$ cat src/rtl/control_gw_port_demux_if.sv
// rtl/control_gw_port_demux_if.sv - stream bundle: network bridge ingress and shared control-consumer egress
interface control_gw_port_demux_if #(
    parameter int AXIS_DATA_WIDTH  = 64,
    parameter int AXIS_KEEP_WIDTH  = AXIS_DATA_WIDTH / 8,
    parameter int IP_PORT_WIDTH    = 16,
    parameter int IP_ADDRESS_WIDTH = 32,
    parameter int NUM_CHANNELS     = 2
);
    logic                        from_network_bridge_tvalid;
    logic                        from_network_bridge_tready;
    logic [AXIS_DATA_WIDTH-1:0]  from_network_bridge_tdata;
    logic [AXIS_KEEP_WIDTH-1:0]  from_network_bridge_tkeep;
    logic [IP_PORT_WIDTH-1:0]    from_network_bridge_tid;
    logic [IP_PORT_WIDTH-1:0]    from_network_bridge_tdest;
    logic [IP_ADDRESS_WIDTH-1:0] from_network_bridge_tuser;
    logic                        from_network_bridge_tlast;

    logic [NUM_CHANNELS-1:0]     to_ctrl_tvalid;
    logic [NUM_CHANNELS-1:0]     to_ctrl_tready;
    logic [AXIS_DATA_WIDTH-1:0]  to_ctrl_tdata;
    logic [AXIS_KEEP_WIDTH-1:0]  to_ctrl_tkeep;
    logic [IP_PORT_WIDTH-1:0]    to_ctrl_tid;
    logic [IP_PORT_WIDTH-1:0]    to_ctrl_tdest;
    logic [IP_ADDRESS_WIDTH-1:0] to_ctrl_tuser;
    logic                        to_ctrl_tlast;

    // The demux itself sits on the slave side.
    modport slave (
        input  from_network_bridge_tvalid,
        output from_network_bridge_tready,
        input  from_network_bridge_tdata,
        input  from_network_bridge_tkeep,
        input  from_network_bridge_tid,
        input  from_network_bridge_tdest,
        input  from_network_bridge_tuser,
        input  from_network_bridge_tlast,
        output to_ctrl_tvalid,
        input  to_ctrl_tready,
        output to_ctrl_tdata,
        output to_ctrl_tkeep,
        output to_ctrl_tid,
        output to_ctrl_tdest,
        output to_ctrl_tuser,
        output to_ctrl_tlast
    );

    modport master (
        output from_network_bridge_tvalid,
        input  from_network_bridge_tready,
        output from_network_bridge_tdata,
        output from_network_bridge_tkeep,
        output from_network_bridge_tid,
        output from_network_bridge_tdest,
        output from_network_bridge_tuser,
        output from_network_bridge_tlast,
        input  to_ctrl_tvalid,
        output to_ctrl_tready,
        input  to_ctrl_tdata,
        input  to_ctrl_tkeep,
        input  to_ctrl_tid,
        input  to_ctrl_tdest,
        input  to_ctrl_tuser,
        input  to_ctrl_tlast
    );
endinterface

$ cat src/rtl/control_gw_port_demux.sv
// rtl/control_gw_port_demux.sv - steers packets to one of NUM_CHANNELS consumers by tdest, drops and counts the rest
module control_gw_port_demux #(
    parameter int AXIS_DATA_WIDTH  = 64,
    parameter int AXIS_KEEP_WIDTH  = AXIS_DATA_WIDTH / 8,
    parameter int IP_PORT_WIDTH    = 16,
    parameter int IP_ADDRESS_WIDTH = 32,
    parameter int NUM_CHANNELS     = 2,
    parameter logic [NUM_CHANNELS*IP_PORT_WIDTH-1:0] PORT_NUMBERS = {16'hEFEF, 16'hABCD},
    parameter int DROP_CNT_WIDTH   = 16
) (
    input  logic                      i_clk,
    input  logic                      i_ap_rst_n,
    control_gw_port_demux_if.slave    bus,
    output logic [DROP_CNT_WIDTH-1:0] o_drop_count,
    output logic                      o_busy
);
    localparam int SEL_W = (NUM_CHANNELS > 1) ? $clog2(NUM_CHANNELS) : 1;

    typedef enum logic [1:0] {
        ST_IDLE,
        ST_FWD,
        ST_DROP
    } state_t;

    state_t state, state_nxt;

    logic [SEL_W-1:0]            sel;
    logic                        out_valid;
    logic [AXIS_DATA_WIDTH-1:0]  out_data;
    logic [AXIS_KEEP_WIDTH-1:0]  out_keep;
    logic                        out_last;
    logic [IP_PORT_WIDTH-1:0]    sb_tid;
    logic [IP_PORT_WIDTH-1:0]    sb_tdest;
    logic [IP_ADDRESS_WIDTH-1:0] sb_tuser;
    logic [DROP_CNT_WIDTH-1:0]   drop_count;

    logic                        hit;
    logic [SEL_W-1:0]            hit_idx;
    logic                        in_ready;
    logic                        header_take;
    logic                        accept;
    logic                        load;
    logic                        drop_done;
    logic                        sel_ready;
    logic [NUM_CHANNELS-1:0]     ctrl_tvalid;

    // Scan downward so the lowest matching channel is the one left standing.
    always_comb begin
        hit     = 1'b0;
        hit_idx = '0;
        for (int c = NUM_CHANNELS - 1; c >= 0; c--) begin
            if (bus.from_network_bridge_tdest == PORT_NUMBERS[c*IP_PORT_WIDTH +: IP_PORT_WIDTH]) begin
                hit     = 1'b1;
                hit_idx = SEL_W'(c);
            end
        end
    end

    assign sel_ready = bus.to_ctrl_tready[sel];

    always_ff @(posedge i_clk or negedge i_ap_rst_n) begin
        if (!i_ap_rst_n) begin
            state <= ST_IDLE;
        end else begin
            state <= state_nxt;
        end
    end

    // Decode waits for an empty output register so sel never changes under a pending beat.
    always_comb begin
        state_nxt   = state;
        in_ready    = 1'b0;
        header_take = 1'b0;
        case (state)
            ST_IDLE: begin
                if (bus.from_network_bridge_tvalid && !out_valid) begin
                    header_take = 1'b1;
                    state_nxt   = hit ? ST_FWD : ST_DROP;
                end
            end
            ST_FWD: begin
                in_ready = !out_valid || sel_ready;
                if (bus.from_network_bridge_tvalid && in_ready && bus.from_network_bridge_tlast) begin
                    state_nxt = ST_IDLE;
                end
            end
            ST_DROP: begin
                in_ready = 1'b1;
                if (bus.from_network_bridge_tvalid && bus.from_network_bridge_tlast) begin
                    state_nxt = ST_IDLE;
                end
            end
            default: state_nxt = ST_IDLE;
        endcase
    end

    assign accept    = bus.from_network_bridge_tvalid && in_ready;
    assign load      = accept && (state == ST_FWD);
    assign drop_done = accept && (state == ST_DROP) && bus.from_network_bridge_tlast;

    always_ff @(posedge i_clk or negedge i_ap_rst_n) begin
        if (!i_ap_rst_n) begin
            sel        <= '0;
            out_valid  <= 1'b0;
            out_data   <= '0;
            out_keep   <= '0;
            out_last   <= 1'b0;
            sb_tid     <= '0;
            sb_tdest   <= '0;
            sb_tuser   <= '0;
            drop_count <= '0;
        end else begin
            if (header_take) begin
                sb_tid   <= bus.from_network_bridge_tid;
                sb_tdest <= bus.from_network_bridge_tdest;
                sb_tuser <= bus.from_network_bridge_tuser;
                if (hit) begin
                    sel <= hit_idx;
                end
            end

            if (load) begin
                out_valid <= 1'b1;
                out_data  <= bus.from_network_bridge_tdata;
                out_keep  <= bus.from_network_bridge_tkeep;
                out_last  <= bus.from_network_bridge_tlast;
            end else if (out_valid && sel_ready) begin
                out_valid <= 1'b0;
            end

            if (drop_done && (drop_count != {DROP_CNT_WIDTH{1'b1}})) begin
                drop_count <= drop_count + DROP_CNT_WIDTH'(1);
            end
        end
    end

    always_comb begin
        ctrl_tvalid = '0;
        for (int c = 0; c < NUM_CHANNELS; c++) begin
            ctrl_tvalid[c] = out_valid && (sel == SEL_W'(c));
        end
    end

    assign bus.from_network_bridge_tready = in_ready;
    assign bus.to_ctrl_tvalid             = ctrl_tvalid;
    assign bus.to_ctrl_tdata              = out_data;
    assign bus.to_ctrl_tkeep              = out_keep;
    assign bus.to_ctrl_tlast              = out_last;
    assign bus.to_ctrl_tid                = sb_tid;
    assign bus.to_ctrl_tdest              = sb_tdest;
    assign bus.to_ctrl_tuser              = sb_tuser;

    assign o_drop_count = drop_count;
    assign o_busy       = (state != ST_IDLE) || out_valid;
endmodule

$ cat src/flat_wrapper.sv
// flat-port wrapper written by rule: the top's interface ports become plain ports
module control_gw_port_demux_flat 
#(
    parameter int AXIS_DATA_WIDTH  = 64,
    parameter int AXIS_KEEP_WIDTH  = AXIS_DATA_WIDTH / 8,
    parameter int IP_PORT_WIDTH    = 16,
    parameter int IP_ADDRESS_WIDTH = 32,
    parameter int NUM_CHANNELS     = 2,
    parameter logic [NUM_CHANNELS*IP_PORT_WIDTH-1:0] PORT_NUMBERS = {16'hEFEF, 16'hABCD},
    parameter int DROP_CNT_WIDTH   = 16
)
  (i_clk, i_ap_rst_n, o_drop_count, o_busy, bus_from_network_bridge_tvalid, bus_from_network_bridge_tready, bus_from_network_bridge_tdata, bus_from_network_bridge_tkeep, bus_from_network_bridge_tid, bus_from_network_bridge_tdest, bus_from_network_bridge_tuser, bus_from_network_bridge_tlast, bus_to_ctrl_tvalid, bus_to_ctrl_tready, bus_to_ctrl_tdata, bus_to_ctrl_tkeep, bus_to_ctrl_tid, bus_to_ctrl_tdest, bus_to_ctrl_tuser, bus_to_ctrl_tlast);
  control_gw_port_demux_if #(.AXIS_DATA_WIDTH(AXIS_DATA_WIDTH), .AXIS_KEEP_WIDTH(AXIS_KEEP_WIDTH), .IP_PORT_WIDTH(IP_PORT_WIDTH), .IP_ADDRESS_WIDTH(IP_ADDRESS_WIDTH), .NUM_CHANNELS(NUM_CHANNELS)) bus_i ();
  input  logic i_clk;
  input  logic i_ap_rst_n;
  output logic [DROP_CNT_WIDTH-1:0] o_drop_count;
  output logic o_busy;
  input wire logic [$bits(bus_i.from_network_bridge_tvalid)-1:0] bus_from_network_bridge_tvalid;
  output wire logic [$bits(bus_i.from_network_bridge_tready)-1:0] bus_from_network_bridge_tready;
  input wire logic [$bits(bus_i.from_network_bridge_tdata)-1:0] bus_from_network_bridge_tdata;
  input wire logic [$bits(bus_i.from_network_bridge_tkeep)-1:0] bus_from_network_bridge_tkeep;
  input wire logic [$bits(bus_i.from_network_bridge_tid)-1:0] bus_from_network_bridge_tid;
  input wire logic [$bits(bus_i.from_network_bridge_tdest)-1:0] bus_from_network_bridge_tdest;
  input wire logic [$bits(bus_i.from_network_bridge_tuser)-1:0] bus_from_network_bridge_tuser;
  input wire logic [$bits(bus_i.from_network_bridge_tlast)-1:0] bus_from_network_bridge_tlast;
  output wire logic [$bits(bus_i.to_ctrl_tvalid)-1:0] bus_to_ctrl_tvalid;
  input wire logic [$bits(bus_i.to_ctrl_tready)-1:0] bus_to_ctrl_tready;
  output wire logic [$bits(bus_i.to_ctrl_tdata)-1:0] bus_to_ctrl_tdata;
  output wire logic [$bits(bus_i.to_ctrl_tkeep)-1:0] bus_to_ctrl_tkeep;
  output wire logic [$bits(bus_i.to_ctrl_tid)-1:0] bus_to_ctrl_tid;
  output wire logic [$bits(bus_i.to_ctrl_tdest)-1:0] bus_to_ctrl_tdest;
  output wire logic [$bits(bus_i.to_ctrl_tuser)-1:0] bus_to_ctrl_tuser;
  output wire logic [$bits(bus_i.to_ctrl_tlast)-1:0] bus_to_ctrl_tlast;
  assign bus_i.from_network_bridge_tvalid = bus_from_network_bridge_tvalid;
  assign bus_from_network_bridge_tready = bus_i.from_network_bridge_tready;
  assign bus_i.from_network_bridge_tdata = bus_from_network_bridge_tdata;
  assign bus_i.from_network_bridge_tkeep = bus_from_network_bridge_tkeep;
  assign bus_i.from_network_bridge_tid = bus_from_network_bridge_tid;
  assign bus_i.from_network_bridge_tdest = bus_from_network_bridge_tdest;
  assign bus_i.from_network_bridge_tuser = bus_from_network_bridge_tuser;
  assign bus_i.from_network_bridge_tlast = bus_from_network_bridge_tlast;
  assign bus_to_ctrl_tvalid = bus_i.to_ctrl_tvalid;
  assign bus_i.to_ctrl_tready = bus_to_ctrl_tready;
  assign bus_to_ctrl_tdata = bus_i.to_ctrl_tdata;
  assign bus_to_ctrl_tkeep = bus_i.to_ctrl_tkeep;
  assign bus_to_ctrl_tid = bus_i.to_ctrl_tid;
  assign bus_to_ctrl_tdest = bus_i.to_ctrl_tdest;
  assign bus_to_ctrl_tuser = bus_i.to_ctrl_tuser;
  assign bus_to_ctrl_tlast = bus_i.to_ctrl_tlast;
  control_gw_port_demux #(.AXIS_DATA_WIDTH(AXIS_DATA_WIDTH), .AXIS_KEEP_WIDTH(AXIS_KEEP_WIDTH), .IP_PORT_WIDTH(IP_PORT_WIDTH), .IP_ADDRESS_WIDTH(IP_ADDRESS_WIDTH), .NUM_CHANNELS(NUM_CHANNELS), .PORT_NUMBERS(PORT_NUMBERS), .DROP_CNT_WIDTH(DROP_CNT_WIDTH)) u_core (.i_clk(i_clk), .i_ap_rst_n(i_ap_rst_n), .bus(bus_i), .o_drop_count(o_drop_count), .o_busy(o_busy));
endmodule
$ cat config.mk
export PLATFORM = sky130hd
export DESIGN_NAME = control_gw_port_demux_flat
export DESIGN_NICKNAME = d
export VERILOG_FILES = /design/src/rtl/control_gw_port_demux_if.sv /design/src/rtl/control_gw_port_demux.sv /design/src/flat_wrapper.sv
export SDC_FILE = /design/constraint.sdc
export NUM_CORES = 1
export LEC_CHECK = 0
export ABC_AREA = 1
export CELL_PAD_IN_SITES_DETAIL_PLACEMENT = 1
export CELL_PAD_IN_SITES_GLOBAL_PLACEMENT = 1
export CORE_ASPECT_RATIO = 1.1
export CORE_UTILIZATION = 28
export CTS_CLUSTER_DIAMETER = 200
export DETAILED_ROUTE_END_ITERATION = 12
export GPL_ROUTABILITY_DRIVEN = 0
export GPL_TIMING_DRIVEN = 1
export HOLD_SLACK_MARGIN = 0.15
export PLACE_DENSITY_LB_ADDON = 0.1
export REMOVE_ABC_BUFFERS = 1
export SLEW_MARGIN = 20
export SYNTH_ARGS = -nofsm -noshare
export SYNTH_HDL_FRONTEND = slang
export SYNTH_SLANG_ARGS = --single-unit
export TNS_END_PERCENT = 10
$ cat constraint.sdc
create_clock -name i_clk -period 1.8 [get_ports i_clk]
set_clock_uncertainty 0.2 [all_clocks]
set_input_delay 0.18 -clock i_clk [delete_from_list [all_inputs] [get_ports i_clk]]
set_output_delay 0.18 -clock i_clk [all_outputs]
set_load 0.005 [all_outputs]
# --- Yosys cells after proc, flatten, opt, wreduce, memory -nomap -nowiden ---
# Index checks and enable logic that the tools add are counted.
totals:
  wordCells: 56
  register_bits: 157
  input_bits: 142
  output_inout_bits: 157
classes:
  n_addsub: 1
  mux: 15
  eq_ne: 8
  n_reduce_logical: 20
  bitwise: 1
  n_lt_le_gt_ge: 1
op_table:
  columns: ["cell", "count"]
  rows:
  - ["16-bit equality test, second input constant", 2]
  - ["16-bit by 1-bit adder with 16-bit output, second input constant", 1]
  - ["16-bit != test, second input constant", 1]
  - ["1-bit logical AND", 12]
  - ["1-bit 2-to-1 mux", 9]
  - ["2-bit 2-to-1 mux", 4]
  - ["2-bit by 1-bit != test with 1-bit output, second input constant", 3]
  - ["2-bit one-hot mux with 3 select lines", 1]
  - ["2-bit nonzero test", 2]
  - ["3-bit AND reduction", 1]
  - ["2-bit by 1-bit equality test with 1-bit output, second input constant", 1]
  - ["2-bit equality test, second input constant", 1]
  - ["2-bit zero test", 1]
  - ["1-bit logical OR", 2]
  - ["1-bit by 2-bit < comparator with 1-bit output, second input constant", 1]
  - ["1-bit one-hot mux with 2 select lines", 1]
  - ["2-bit AND reduction", 1]
  - ["1-bit zero test", 1]
  - ["1-bit inverter", 1]

# --- Longest topological paths before layout ---
# Gate-level depths: netlist of the first run.
depth:
  depth_word: 8
  ltp_mapped: 9
  depth_no_buf: 9

# --- Worst setup path after synthesis of the first run ---
# Ideal clock, no wire load.
synth_path:
  path_type: "register to register"
  from: "reg u_core.drop_count[0] (netlist: u_core.o_drop_count[0])"
  to: "reg u_core.drop_count[14] (netlist: u_core.o_drop_count[14])"
  stages_incl_launch_ff: 10
  setup_ns: 0.116
  slack_ns: 0.094
  required_ns: 1.484
  period_less_slack_ns: 1.706
  path_buffers: 1
  arrival_time_ns: 1.389
  cell_sequence: "dfrtp_1 > ha_1 > nand3_2 > clkinv_2 > nand2_4 > o21ai_4 > inv_4 > buf_6 > nand2_1 > nand2_1"
synth_via:
  elab_chain_cells: 2
  word_cells_on_any_way: 3
  classes_between: "add/sub: 1; eq/ne: 1; reduce/logical: 1"
synth_rtl:
  columns: ["item", "line", "source"]
  rows:
  - ["start, declared", "control_gw_port_demux.sv:35", "logic [DROP_CNT_WIDTH-1:0] drop_count;"]
  - ["start signal, assigned", "control_gw_port_demux.sv:132", "drop_count <= drop_count + DROP_CNT_WIDTH'(1);"]
  - ["parallel branches: the longest is 2 deep, another holds 16-bit by 1-bit adder with 16-bit output", null, null]
# Parallel ways; which one is timed is not known.
# A chain may end at the register's enable or synchronous reset.

# --- Worst setup path after layout of the first run ---
layout_path:
  from: "reg u_core.state[0]"
  to: "out bus_from_network_bridge_tready"
layout_via:
  elab_chain_cells: 2
  word_cells_on_any_way: 3
  classes_between: "eq/ne: 2; mux: 1"
layout_rtl:
  columns: ["item", "line", "source"]
  rows:
  - ["start, declared", "control_gw_port_demux.sv:25", "state_t state, state_nxt;"]
  - ["start signal, assigned", "control_gw_port_demux.sv:65", "state <= state_nxt;"]
  - ["2-bit equality test / 2-bit by 1-bit equality test with 1-bit output (equally long branches)", "control_gw_port_demux.sv:74", "case (state)"]
  - ["1-bit one-hot mux with 2 select lines *", "control_gw_port_demux.sv:74", null]
  - ["end, declared", "flat_wrapper.sv:19", "output wire logic [$bits(bus_i.from_network_bridge_tready)-1:0] bus_from_network_bridge_tready;"]
# Mark *: on every way between the ends. The rest lies on a longest branch, timed or not.

==> results of run 1 <==
worst max-delay path, cell delays in order, from the launching register on:
cell and delay [ps]:
dfrtp_1 400, inv_2 80, ha_4 170, inv_1 70, nand4_1 140, nand2_1 110, inv_2 50, buf_6 110
layer usage:
layer | GRT usage, % | part of all wire [%]
met5 | 0 | 0
met4 | 6.23 | 1.6
met3 | 6.05 | 6.6
met2 | 33.5 | 53
met1 | 21.2 | 39
flip-flops by register name, summed over array words and instances, names as in the netlist:
name	count
u_core.state	2
u_core.out_valid	1
u_core.bus.to_ctrl_tlast	1
u_core.bus.to_ctrl_tkeep	8
u_core.bus.to_ctrl_tdata	64
u_core.bus.to_ctrl_tid	16
u_core.bus.to_ctrl_tuser	32
u_core.o_drop_count	16
u_core.bus.to_ctrl_tdest	16
u_core.sel	1
logic make-up (layout without fill, tap and decap cells):
group	count (synthesis)	in the layout	synth area share, %
adders and majority gates	4	4	0.761
AOI/OAI and AO/OA	86	86	6.75
xor gates and xnor gates	7	7	0.932
buffers and inverters	121	566	7.69
and+or+nand+nor	224	224	13.9
other	0	1	0
muxes	60	60	10.3
DFF	157	157	59.7
cell type report:
cell class                      count  area, um^2  share of cell area, %
Antenna cell                        1        2.50                 0.0201
Timing Repair Buffer              439        4700                   37.9
Tap cell                          300         375                   3.02
Clock buffer                       18         429                   3.45
Multi-Input combinational cell    381        2440                   19.6
Inverter                           96         364                   2.93
Clock inverter                     13         179                   1.44
Sequential cell                   157        3930                   31.6
repair_timing:
action                                  4_1_cts  5_1_grt
gates cloned                                  1       13
endpoints found under the hold margin       238        0
pin swaps                                     0        2
setup buffers                                 5        2
resized for setup                            92      105
endpoints found under the setup margin      102       96
hold buffers                                 83        0
cell usage in the layout (no fill, tap or decap), drive strengths merged, types with 22 or more instances in the layout:
master	Yosys	routed
clkbuf	6	31
inv	95	101
nand2	182	182
buf	19	48
clkdlybuf4s50	0	280
o21ai	85	85
dlygate4sd3	0	83
nor2	22	22
dfrtp	157	157
mux2	60	60
metrics by stage:
stage,hold slack (ps),cells,utilization (%)
CTS,150,1389,51.6
detailed placement,-56.1,1269,44.7
global route,161,1404,54.2
global placement,-57.8,1269,44.7
finish,160,1405,54.2
floorplan,-316,634,-
where the power goes:
| part | leakage (nW) | switching [mW] | internal, mW | total [mW] |
|---|---|---|---|---|
| combinational | 3.45 | 1.26 | 2.46 | 3.73 |
| clock | 0.288 | 1.59 | 2.22 | 3.81 |
| sequential | 2.04 | 0.409 | 4.26 | 4.67 |
| total | 5.77 | 3.27 | 8.93 | 12.2 |
worst paths after layout:
kind                                            startpoint                             end  slack [ps]  cells after the start
min in group asynchronous                       i_ap_rst_n    u_core.bus.to_ctrl_tdata[40]         580                      3
min reg2reg                   u_core.bus.to_ctrl_tdest[10]    u_core.bus.to_ctrl_tdest[10]         280                      2
max                                        u_core.state[0]  bus_from_network_bridge_tready        -110                      7
min                        bus_from_network_bridge_tid[10]      u_core.bus.to_ctrl_tid[10]         160                      2
max reg2reg                                u_core.state[1]    u_core.bus.to_ctrl_tdata[35]        -100                      9
max in group asynchronous                       i_ap_rst_n     u_core.bus.to_ctrl_tdest[6]         150                      4
==> flow_summary.ini, run 1 <==
[floorplanning]
placementRows = 58
die_y_um = 163
ioPinCount = 299
die_w_um = 148
core_region_area_mm2 = 0.0229
start_util_pct = 28.7
die-area_mm2 = 0.0241

[synth]
async_flop_share_pct = 100
yosysWarnings = 0
yosysUniqueCellTypes = 26
yosysTopAreaCell = dfrtp_1
yosysMostFrequentCell = nand2_1
postSynthRegisterBits = 157
synth_flop_cell = dfrtp_1
syn_avg_cell_area_um2 = 9.98
synth_area_leaders = dfrtp_1, mux2_2, nand2_1
synth_edf_count = 0
synth_cells = 659
netlist.area_leader.share_pct = 59.7
ys_top_cells_by_count = nand2_1, dfrtp_1, inv_1
netlist_area_mm2 = 0.00658
seq_area_frac_synth_pct = 59.7

[timing]
clock.fmax_mhz = 524
grt_setup_unrepaired = yes
slew_violations = 0
fin_setup_tns_ps = -4690
finalSetupViolCount = 75
min_period_ps = 1910
tightest_slew_ps = 406
relSlewSlack_pct = 72.9
hold_viol_final = 0
fin_crit_sh_pct = 106
layout_setup_ws_ps = -109

[setup_path]
required_ps = 1420
crit_type = flip-flop to output port
cp-start-kind = flip-flop
cp_max_fo = 3
crit_arrival_ps = 1530
cp-end-kind = output port

[detailed_routing]
totalWireLength_mm = 23.6
first_pass_iters = 4
drt_iter0_markers = 114
avgViaCountPerCell = 4.38
wire_per_inst_um = 16.8
drtAntennaViolNets = 0
vias = 6147
drc = 0

[placement]
preCtsSetupSlack_ps = -133
numPortBuffers = 298
post_dp_cell_area_mm2 = 0.0102
dp_hpwl_mm = 15.3

[cts]
cts_buffers = 17
insertion_delay_ps = 420
htree_levels = 4
cts_sinks = 157
cts_buffer_depth = 2
clk_pin_slew_ps = 70
tritoncts = built
root_buffer = clkbuf_16

[final_layout]
area_growth_syn_to_layout_pct = 88.9
fillCellCount = 2468
final_area_mm2 = 0.0124
drive_above_1_share_pct = 22.8
num-nets-final = 1238

[global_routing]
antenna_found_initial = 0
grt_max_degree = 51
grt_pass1_vias = 6525
grt_pass1_wl_mm = 34.8
grt_overflow = 0
track_usage_pct = 18.9

[power]
ir_worst_vdd_mv = 0.554
power.total_mw = 12.2
leakage_nw = 5.77
p_per_area_mw_per_mm2 = 982

[status]
violations = negative setup slack
status = complete, but fails checks

[job]
maxCapViolCount = 0

[worst_hold_path]
hp-class = primary input to flip-flop
Power figures use the tool's default switching activity.
==> run 2, diff against run 1 <==
--- a/config.mk
+++ b/config.mk
@@ -17,6 +17,7 @@
 export HOLD_SLACK_MARGIN = 0.15
 export PLACE_DENSITY_LB_ADDON = 0.1
 export REMOVE_ABC_BUFFERS = 1
+export SETUP_SLACK_MARGIN = 0.5
 export SLEW_MARGIN = 20
 export SYNTH_ARGS = -nofsm -noshare
 export SYNTH_HDL_FRONTEND = slang
==> flow_summary.ini, run 2 (synthesis gave the netlist of run 1 again) <==
[status]
status = complete, but fails checks
violations = negative setup slack

[final_layout]
fillCellCount = 2493
area_growth_syn_to_layout_pct = 88.9
final_common_cell = dfrtp_1
final_cell_mix = dfrtp_1, clkdlybuf4s50_1, nand2_1
num-nets-final = 1238
drive_above_1_share_pct = 33.5
multiInputGateArea_mm2 = 0.00283
final_area_mm2 = 0.0124
largest_reg_flops = 64
seqCellArea_mm2 = 0.00394

[detailed_routing]
totalWireLength_mm = 24.2
drc = 0
vias = 6148
wire_per_inst_um = 17.2
first_pass_iters = 4
avgViaCountPerCell = 4.38
drt_iter0_markers = 116
drtAntennaViolNets = 0

[floorplanning]
ioPinCount = 299
core_region_area_mm2 = 0.0229
start_util_pct = 28.7
die-area_mm2 = 0.0241
placementRows = 58
die_y_um = 163
die_w_um = 148

[cts]
clk_pin_slew_ps = 70
cts_sinks = 157
htree_levels = 4
insertion_delay_ps = 420
tritoncts = built
cts_buffer_depth = 2
root_buffer = clkbuf_16
cts_buffers = 17

[setup_path]
cp_max_fo = 9
cpPeakStageDelay_ps = 410
crit_type = flip-flop to flip-flop
path_buf_inv = 4
critPathSlowestCell = dfrtp_1
crit_family = buffers and inverters
cp-end-kind = flip-flop
worstPathCellList = inv_2 -> ha_4 -> o21a_1 -> nand4_1 -> buf_6 -> clkbuf_16 -> clkbuf_16 -> nand2_2 -> o21ai_1
required_ps = 1910
cp-start-kind = flip-flop
crit_arrival_ps = 2020
crit_top_cell = clkbuf_16

[timing]
holdWs_ps = 54.2
tightest_slew_ps = 469
finalSetupViolCount = 75
hold_viol_final = 0
slew_violations = 0
grt_setup_unrepaired = yes
layout_setup_ws_ps = -109
min_period_ps = 1910
fin_crit_sh_pct = 106
relSlewSlack_pct = 68.8
clock.fmax_mhz = 524

[placement]
dp_hpwl_mm = 15.3
preCtsSetupSlack_ps = -133
post_dp_cell_area_mm2 = 0.0102
numPortBuffers = 298

[global_routing]
grt_overflow = 0
grt_pass1_vias = 6592
track_usage_pct = 19.1
grt_max_degree = 51
grt_pass1_wl_mm = 35.5
antenna_found_initial = 1

[worst_hold_path]
hp-class = primary input to async pin

[power]
ir_worst_vdd_mv = 0.554
leakage_nw = 6.33
p_per_area_mw_per_mm2 = 994

[job]
maxCapViolCount = 0
## run 2: stage by stage
stage | instances | TNS (ps) | power (mW) | utilization [%]
final | 1405 | -5440 | 12.3 | 54.2
after global routing | 1405 | -12490 | 13.0 | 54.2
after CTS | 1384 | -3300 | 12.2 | 50.3
after detailed placement | 1269 | -5720 | 8.30 | 44.7
after global placement | 1269 | -3550 | 8.24 | 44.7
after floorplan | 634 | -301880 | 5.86 | -
## run 2: final timing paths
kind | startpoint | depth (start not counted) | end | slack [ps]
worst max-delay path | u_core.state[1] | 9 | u_core.bus.to_ctrl_tdata[11] | -110
worst min-delay path | i_ap_rst_n | 2 | u_core.bus.to_ctrl_tkeep[3] | 50
worst max register to register | u_core.state[1] | 9 | u_core.bus.to_ctrl_tdata[11] | -110
worst min register to register | u_core.bus.to_ctrl_tdata[38] | 2 | u_core.bus.to_ctrl_tdata[38] | 280
max in group asynchronous | i_ap_rst_n | 3 | u_core.bus.to_ctrl_tdest[6] | 660
min in group i_clk | bus_from_network_bridge_tuser[1] | 2 | u_core.bus.to_ctrl_tuser[1] | 170
## run 2: final cells by class
class / instances / share of cell area, %
antenna: 1 / 0.0201
clock buffer: 18 / 3.45
clock inverter: 13 / 1.44
inverter: 96 / 2.96
multi-input combinational: 381 / 22.8
sequential: 157 / 31.7
tap: 300 / 3.02
timing repair buffer: 439 / 34.7
## run 2: report_power, final
| group | total, mW | switching, mW | leakage, nW | internal (mW) |
|---|---|---|---|---|
| Clock | 3.82 | 1.60 | 0.288 | 2.22 |
| Sequential | 4.73 | 0.473 | 2.04 | 4.26 |
| Combinational | 3.80 | 1.43 | 4.01 | 2.36 |
## run 2: timing repair
action	in CTS	in global routing
hold endpoints to repair	237	40
buffers inserted	3	4
hold buffers	81	1
pin swaps	6	17
gates cloned	0	15
setup endpoints to repair	314	314
resized for setup	508	244
## run 2: layer usage
layer | up-vias | track usage [%] | routed length (um)
met5 | - | 0 | 0
met4 | 0 | 7.69 | 509
met3 | 30 | 5.91 | 1450
met2 | 175 | 33.5 | 12700
met1 | 3009 | 21.5 | 9570
li1 | 2934 | - | -
## run 2: worst register-to-register path: cells and delay by family (launching register included)
family,cells,cell delay (ps)
compound gates,2,180
flops,1,410
fa+ha+maj,1,250
buf+inv,4,590
simple gates,2,170
